===== src/rtl/sram_bus_arbiter.sv =====
// Serialises the core's instruction-fetch and data requests onto one addr_ok/data_ok SRAM-like bus.
// Optional one-entry store buffer when DATA_WBUF_EN is defined.
module sram_bus_arbiter #(
    parameter int unsigned ADDR_W = 32,
    parameter int unsigned DATA_W = 32
) (
    input  logic              clk,
    input  logic              rst,
    input  logic              inst_en,
    input  logic [ADDR_W-1:0] inst_addr,
    output logic [DATA_W-1:0] inst_rdata,
    input  logic              data_en,
    input  logic [3:0]        data_wen,
    input  logic [ADDR_W-1:0] data_addr,
    input  logic [DATA_W-1:0] data_wdata,
    output logic [DATA_W-1:0] data_rdata,
    output logic              stallreq,
    output logic              bus_req,
    output logic              bus_wr,
    output logic [1:0]        bus_size,
    output logic [ADDR_W-1:0] bus_addr,
    output logic [3:0]        bus_wstrb,
    output logic [DATA_W-1:0] bus_wdata,
    input  logic              bus_addr_ok,
    input  logic              bus_data_ok,
    input  logic [DATA_W-1:0] bus_rdata
);

    typedef enum logic [2:0] {StIdle, StDReq, StDWait, StIReq, StIWait, StDone} state_e;

    state_e            state_q, state_d;
    logic              inst_pend_q, inst_pend_d;
    logic [DATA_W-1:0] inst_rdata_q, inst_rdata_d;
    logic [DATA_W-1:0] data_rdata_q, data_rdata_d;

    // Source of the data-side transaction: the core, or the store buffer while draining.
    logic [3:0]        d_wen;
    logic [ADDR_W-1:0] d_addr;
    logic [DATA_W-1:0] d_wdata;

    function automatic logic [1:0] size_of(input logic [3:0] wen);
        case (wen)
            4'b0001, 4'b0010, 4'b0100, 4'b1000: return 2'd0;
            4'b0011, 4'b1100:                   return 2'd1;
            default:                            return 2'd2;
        endcase
    endfunction

`ifdef DATA_WBUF_EN
    logic              buf_valid_q, buf_valid_d;
    logic [ADDR_W-1:0] buf_addr_q, buf_addr_d;
    logic [3:0]        buf_wstrb_q, buf_wstrb_d;
    logic [DATA_W-1:0] buf_wdata_q, buf_wdata_d;
    logic              drain_q, drain_d;

    assign d_wen   = drain_q ? buf_wstrb_q : data_wen;
    assign d_addr  = drain_q ? buf_addr_q  : data_addr;
    assign d_wdata = drain_q ? buf_wdata_q : data_wdata;

    always_ff @(posedge clk or negedge rst) begin
        if (!rst) begin
            buf_valid_q <= 1'b0;
            buf_addr_q  <= '0;
            buf_wstrb_q <= '0;
            buf_wdata_q <= '0;
            drain_q     <= 1'b0;
        end else begin
            buf_valid_q <= buf_valid_d;
            buf_addr_q  <= buf_addr_d;
            buf_wstrb_q <= buf_wstrb_d;
            buf_wdata_q <= buf_wdata_d;
            drain_q     <= drain_d;
        end
    end
`else
    assign d_wen   = data_wen;
    assign d_addr  = data_addr;
    assign d_wdata = data_wdata;
`endif

    always_ff @(posedge clk or negedge rst) begin
        if (!rst) begin
            state_q      <= StIdle;
            inst_pend_q  <= 1'b0;
            inst_rdata_q <= '0;
            data_rdata_q <= '0;
        end else begin
            state_q      <= state_d;
            inst_pend_q  <= inst_pend_d;
            inst_rdata_q <= inst_rdata_d;
            data_rdata_q <= data_rdata_d;
        end
    end

    always_comb begin
        state_d      = state_q;
        inst_pend_d  = inst_pend_q;
        inst_rdata_d = inst_rdata_q;
        data_rdata_d = data_rdata_q;
        bus_req      = 1'b0;
        bus_wr       = 1'b0;
        bus_size     = 2'd0;
        bus_addr     = '0;
        bus_wstrb    = 4'b0000;
        bus_wdata    = '0;
`ifdef DATA_WBUF_EN
        buf_valid_d  = buf_valid_q;
        buf_addr_d   = buf_addr_q;
        buf_wstrb_d  = buf_wstrb_q;
        buf_wdata_d  = buf_wdata_q;
        drain_d      = drain_q;
`endif
        unique case (state_q)
            StIdle: begin
`ifdef DATA_WBUF_EN
                // Draining ahead of everything also makes a load that hits the buffer wait.
                if (buf_valid_q) begin
                    drain_d = 1'b1;
                    state_d = StDReq;
                end else if (data_en && (data_wen != 4'b0000)) begin
                    buf_valid_d = 1'b1;
                    buf_addr_d  = data_addr;
                    buf_wstrb_d = data_wen;
                    buf_wdata_d = data_wdata;
                    state_d     = inst_en ? StIReq : StDone;
                end else
`endif
                if (data_en) begin
                    state_d     = StDReq;
                    inst_pend_d = inst_en;
                end else if (inst_en) begin
                    state_d = StIReq;
                end
            end
            StDReq: begin
                bus_req   = 1'b1;
                bus_wr    = |d_wen;
                bus_size  = size_of(d_wen);
                bus_addr  = d_addr;
                bus_wstrb = d_wen;
                bus_wdata = d_wdata;
                if (bus_addr_ok) state_d = StDWait;
            end
            StDWait: begin
                if (bus_data_ok) begin
                    if (d_wen == 4'b0000) data_rdata_d = bus_rdata;
`ifdef DATA_WBUF_EN
                    if (drain_q) begin
                        drain_d     = 1'b0;
                        buf_valid_d = 1'b0;
                        state_d     = StIdle;
                    end else
`endif
                    if (inst_pend_q) begin
                        inst_pend_d = 1'b0;
                        state_d     = StIReq;
                    end else begin
                        state_d = StDone;
                    end
                end
            end
            StIReq: begin
                bus_req  = 1'b1;
                bus_size = 2'd2;
                bus_addr = inst_addr;
                if (bus_addr_ok) state_d = StIWait;
            end
            StIWait: begin
                if (bus_data_ok) begin
                    inst_rdata_d = bus_rdata;
                    state_d      = StDone;
                end
            end
            StDone:  state_d = StIdle;
            default: state_d = StIdle;
        endcase
    end

    assign stallreq   = (inst_en | data_en) & (state_q != StDone);
    assign inst_rdata = inst_rdata_q;
    assign data_rdata = data_rdata_q;

endmodule


===== config.mk =====
export PLATFORM = sky130hd
export DESIGN_NAME = sram_bus_arbiter
export DESIGN_NICKNAME = d
export VERILOG_FILES = /design/src/rtl/sram_bus_arbiter.sv
export SDC_FILE = /design/constraint.sdc
export NUM_CORES = 1
export LEC_CHECK = 0
export CORE_MARGIN = 10
export CORE_UTILIZATION = 34
export DETAILED_ROUTE_END_ITERATION = 8
export GPL_TIMING_DRIVEN = 0
export PLACE_DENSITY = 0.82
export SLEW_MARGIN = 15
export SYNTH_ARGS = -nofsm -noshare
export SYNTH_HDL_FRONTEND = slang
export SYNTH_SLANG_ARGS = --single-unit

===== constraint.sdc =====
create_clock -name clk -period 2 [get_ports clk]
set_clock_uncertainty 0.15 [all_clocks]
set_input_delay 0.5 -clock clk [delete_from_list [all_inputs] [get_ports clk]]
set_output_delay 0.5 -clock clk [all_outputs]
set_load 0.03 [all_outputs]

==> flow_summary.json, run 1 <==
{
  "status": "finished, violations left",
  "violations": "setup timing",
  "grt_first_pass_wirelength_mm": 24.64,
  "hold_violations": 0,
  "drtIter0Drc": 154,
  "grt_overflow": 0,
  "synth.most_common_cell": "dfrtp_1",
  "hp-class": "reg -> reg",
  "antenna_found_initial": 1,
  "synth_seq_cells": 68,
  "maxSlewHeadroom": 0.7229,
  "cts.htree.levels": 3,
  "routed_wl_mm": 17.89,
  "io_pins": 275,
  "reg2regPathDepth": 8,
  "cellPowerDensity_mw_per_mm2": 1533,
  "syn2layout_area_growth_pct": 117.3,
  "synth.area.top_cells": "dfrtp_1, mux2_2, mux2i_1, and2_1, nor2_1",
  "vias": 3599,
  "synth-async-reset-ratio": 1.000,
  "initial_core_util": 0.3535,
  "root_buffer": "clkbuf_8",
  "hold_path_end": "data_rdata[5]",
  "yosys.area.top_type": "dfrtp_1",
  "clockBufferDepth": 2,
  "worst_hold_path.num_cells": 1,
  "core_area_mm2": 0.009864,
  "portBuffers": 274,
  "tritoncts": "yes",
  "fin_util": 0.7683,
  "cp_data_required_time_ns": 1.35,
  "cts_buffers": 9,
  "synthTopCellsByCount": "dfrtp_1, mux2_2, nor2_1",
  "synth_fp_nets": 426,
  "total_power_uw": 11620,
  "finalCritPeriodShare": 1.151,
  "setup_violations": 72,
  "clk_pin_slew_ns": 0.07,
  "holdCritStartpoint": "data_rdata[5]",
  "fin_hold_ws_ns": 0.3551,
  "finalMaxSlewViolations": 0,
  "drc_errors": 0,
  "clk_latency_ns": 0.33,
  "die-area_mm2": 0.01471,
  "avgSynthCellArea_um2": 12.11,
  "wl_per_cell_um": 24.17,
  "vias_per_cell": 4.864,
  "die_x_um": 121.3,
  "worstReg2RegStart": "state_q[1]",
  "fp.dieH_um": 121.3,
  "final_nets": 740,
  "synth_top_area_frac": 0.4880,
  "rows": 36,
  "grt_max_degree": 57,
  "worst_pin_slew_ns": 0.4098,
  "critPathMaxFanout": 8,
  "drv_cap": 0,
  "layout-drive-gt1-share": 0.5033,
  "ys_dominant_reg_cell": "dfrtp_1",
  "nFillCells": 613,
  "syn_inst": 288,
  "dr.pass1.iters": 4,
  "r2r_end": "inst_rdata[25]",
  "syn_area_mm2": 0.003487,
  "place.gp.congestion": 0.9598,
  "rsz0062_at_grt": "yes",
  "fmax_mhz": 434.5,
  "critPathArrivalTime_ns": 1.65,
  "grtUsageTotal": 0.2183,
  "yosysWarnings": 0,
  "fin_crit_ns": 2.301,
  "dp_hpwl_mm": 12.97,
  "peakVddDrop_uv": 852.5,
  "ys_types": 35,
  "setup_ws_ns": -0.3012,
  "synth-edff-count": 0,
  "worst_setup_path_start_kind": "register",
  "endpoint_kind": "output pin",
  "seq_area_frac_synth": 0.4880,
  "antenna_left": 0,
  "reg2reg_slack_ns": 0.01,
  "crit_type": "reg -> out",
  "cts.sinks": 68,
  "p_leak_uw": 0.003553,
  "grt_pass1_vias": 4035
}
## flip-flops by register name, summed over array words and instances (netlist names)
signal	flops
state_q	3
data_rdata	32
inst_rdata	32
inst_pend_q	1
## metal layers
metal,up-vias,track usage,share of wire
met4,0,0.04918,0.020
li1,1620,-,-
met1,1774,0.2153,0.34
met3,21,0.09958,0.10
met2,184,0.4071,0.54
met5,-,0,0
## layout make-up
class	count	area, µm²	area share
diodes	1	2.502	0.0003302
plain buffers	19	282.8	0.03731
clock buffers	10	127.6	0.01684
clock inverters	5	30.03	0.003962
inverters	3	17.52	0.002311
multi-input cells	198	2136	0.2818
flip-flops and latches	68	1703	0.2247
well taps	133	166.4	0.02196
repair buffers	303	3113	0.4108
## where the power goes
group / switching [µW] / internal, µW
sequential: 290 / 1960
combinational: 4490 / 3960
clock: 488 / 436
total: 5270 / 6350
## logic make-up after synthesis
kind of cell / synth area share
compound gates: 0.02368
xor+xnor: 0.002512
buf+inv: 0.04234
flops: 0.4880
mux: 0.3007
simple gates: 0.1428
## worst max-delay path: stages, from the launching register on
cell and delay, ns:
dfrtp_2 0.41, nand2b_4 0.14, buf_6 0.13, nor2_4 0.10, buf_12 0.15, buf_8 0.12
and2_4 0.14, buf_6 0.13
## timing repair
action,in CTS,in global routing
hold buffers,1,0
buffers inserted,13,11
gates resized for setup,673,68
endpoints found under the setup margin,196,73
hold endpoints to repair,12,0
pin swaps,35,14
gates cloned,9,0
## how the worst max path moves through the flow
stage,start,endpoint,slack (ns),cells past startpoint
3_3_place_gp,rst,data_rdata[28],-1.88,1
4_1_cts,state_q[2],bus_wdata[30],-0.32,7
3_5_place_dp,data_wen[3],bus_size[0],-0.93,5
5_1_grt,state_q[2],bus_wstrb[1],-0.37,7
2_1_floorplan,state_q[2],bus_wdata[10],-0.04,6
6_report,state_q[2],bus_wstrb[1],-0.30,7
## stage by stage
| stage | cell area (µm²) | TNS [ns] | std cells | setup slack [ns] |
|---|---|---|---|---|
| 6_report | 7579 | -17.03 | 740 | -0.3012 |
| 5_1_grt | 7579 | -22.55 | 740 | -0.3652 |
| 4_1_cts | 7330 | -17.72 | 733 | -0.3240 |
| 3_5_place_dp | 6585 | -76.81 | 696 | -0.9318 |
| 3_3_place_gp | 6560 | -200.58 | 695 | -1.882 |
| 2_1_floorplan | 3651 | -1.393 | 288 | -0.03878 |
## cell usage in the layout (no fill, tap or decap), drive strengths merged, types with 2 or more instances in the layout
master and n:
clkbuf 12, dlygate4sd2 67, mux2 64, mux2i 32, clkdlybuf4s15 2, a31oi 2
dfrtp 68, clkdlybuf4s50 130, clkinv 3, and2 36, clkinvlp 3, buf 120
inv 2, a22o 2, nor3 2, nor2 40, nor2b 2, nand2 3
nand2b 2
Note: power is estimated with default switching activity, not from simulation.
==> run 2, diff against run 1 <==
- TNS_END_PERCENT: default -> 50
==> run 2 against run 1 <==
The run still ends with setup timing left; fmax shrank 0.21%; worst setup slack got worse by 0.0047 ns; register-to-register slack gained 0.03 ns; critical path depth unchanged; sequential share of layout area increased by 0.45 points; total power fell by 2.4%; die area unchanged; combinational power down 3.3%; core utilization is 1.5 points lower; clock-buffer cell count unchanged; cell area fell by 2.0%; largest power group unchanged.
==> flow_summary.json, run 2 (synthesized netlist as in run 1, its figures left out) <==
{
  "finalCritPeriodShare": 1.153,
  "holdCritStartpoint": "inst_rdata[21]",
  "total_power_uw": 11340,
  "tritoncts": "yes",
  "routed_wl_mm": 17.07,
  "fin_area_mm2": 0.007428,
  "io_pins": 275,
  "worst_setup_path_start_kind": "register",
  "hold_violations": 0,
  "antennaDiodeCount": 0,
  "peakVddDrop_uv": 1013,
  "layout_commonest_cell": "clkdlybuf4s50_1",
  "root_buffer": "clkbuf_8",
  "dp_hpwl_mm": 12.97,
  "vias": 3484,
  "cts_buffers": 9,
  "clockBufferDepth": 2,
  "r2r_end": "inst_rdata[17]",
  "clk_latency_ns": 0.32,
  "fp.dieH_um": 121.3,
  "layout-drive-gt1-share": 0.4841,
  "fin_crit_ns": 2.306,
  "antenna_left": 0,
  "drc_errors": 0,
  "vias_per_cell": 4.760,
  "grt_max_degree": 57,
  "final_nets": 733,
  "layout_common_cells": "clkdlybuf4s50_1, buf_6, dlygate4sd2_1",
  "reg2reg_slack_ns": 0.04,
  "grt_overflow": 0,
  "grt_pass1_vias": 4029,
  "grt_first_pass_wirelength_mm": 24.63,
  "syn2layout_area_growth_pct": 113.0,
  "hold_path_end": "inst_rdata[21]",
  "worstReg2RegStart": "state_q[0]",
  "status": "finished, violations left",
  "grtUsageTotal": 0.2183,
  "cts.htree.levels": 3,
  "rows": 36,
  "cellPowerDensity_mw_per_mm2": 1527,
  "finalMaxSlewViolations": 0,
  "placed_cell_area_mm2": 0.006585,
  "clk_pin_slew_ns": 0.07,
  "p_leak_uw": 0.003509,
  "endpoint_kind": "output pin",
  "cts.sinks": 68,
  "worst_hold_path.num_cells": 1,
  "core_area_mm2": 0.009864,
  "critPathArrivalTime_ns": 1.66,
  "die_x_um": 121.3,
  "wl_per_cell_um": 23.31,
  "fmax_mhz": 433.7,
  "setup_ws_ns": -0.3060,
  "violations": "setup timing",
  "die-area_mm2": 0.01471,
  "dr.pass1.iters": 4,
  "dp_slack_ns": -0.9318,
  "maxSlewHeadroom": 0.7157,
  "fin_util": 0.7530,
  "worst_pin_slew_ns": 0.4206,
  "setup_violations": 71,
  "antenna_found_initial": 1,
  "initial_core_util": 0.3535,
  "rsz0062_at_grt": "yes",
  "reg2regPathDepth": 5,
  "portBuffers": 274,
  "critPathMaxFanout": 6,
  "drtIter0Drc": 117,
  "place.gp.congestion": 0.9598,
  "cp_data_required_time_ns": 1.35,
  "drv_cap": 0,
  "hp-class": "reg -> reg",
  "crit_type": "reg -> out"
}
## run 2: changes by cell type in the layout (fill, tap and decap cells not counted), sizes merged
cell / previous run / this run
buf: 120 / 113
clkdlybuf4s50: 130 / 129
clkinvlp: 3 / 2
diode: 1 / 0
dlygate4sd2: 67 / 68
inv: 2 / 3
## run 2: through the flow
stage / hold WS, ns / setup TNS, ns / instances
6_report: 0.3393 / -15.48 / 732
5_1_grt: 0.3680 / -21.73 / 732
4_1_cts: 0.3451 / -17.72 / 731
3_5_place_dp: 0.2149 / -76.81 / 696
3_3_place_gp: 0.3206 / -200.58 / 695
2_1_floorplan: 0.05441 / -1.393 / 288
## run 2: layout make-up
| cell class | count | area (µm²) |
|---|---|---|
| Tap cell | 133 | 166.4 |
| Clock inverter | 5 | 30.03 |
| Sequential cell | 68 | 1703 |
| Fill cell | 624 | 2436 |
| Inverter | 3 | 11.26 |
| Timing Repair Buffer | 296 | 3018 |
| Clock buffer | 10 | 127.6 |
| Buffer | 19 | 256.5 |
| Multi-Input combinational cell | 198 | 2116 |
## run 2: how the worst max path moves through the flow
stage,from,to,slack [ns],cells after the start
6_report,state_q[1],bus_addr[31],-0.31,7
3_3_place_gp,rst,data_rdata[28],-1.88,1
4_1_cts,state_q[2],bus_wdata[30],-0.32,7
3_5_place_dp,data_wen[3],bus_size[0],-0.93,5
2_1_floorplan,state_q[2],bus_wdata[10],-0.04,6
5_1_grt,state_q[1],bus_addr[31],-0.39,7
## run 2: per-layer routing
layer / wire [µm] / track usage / share of wire
met1: 5742 / 0.2156 / 0.34
met2: 9259 / 0.4068 / 0.54
met3: 1813 / 0.09958 / 0.11
met4: 238 / 0.04918 / 0.014
met5: 13 / 0 / 0.00076
## run 2: power breakdown
group / leakage, µW / switching (µW) / total, µW / internal, µW
combinational: 0.00256 / 4350 / 8170 / 3820
clock: 0.0000779 / 484 / 920 / 436
sequential: 0.000873 / 293 / 2250 / 1960
## run 2: timing repair
action / 4_1_cts / 5_1_grt
pin swaps: 34 / 11
resized for setup: 674 / 46
endpoints found under the hold margin: 12 / 0
hold buffers: 1 / 0
setup endpoints to repair: 196 / 102
gates cloned: 9 / 0
buffers inserted: 11 / 6
## run 2: critical path: stages (launching register included)
cell and delay, ns:
dfrtp_1 0.37, buf_6 0.14, buf_12 0.14, buf_12 0.12, buf_12 0.12, mux2i_1 0.21, nor2_2 0.07, buf_6 0.14
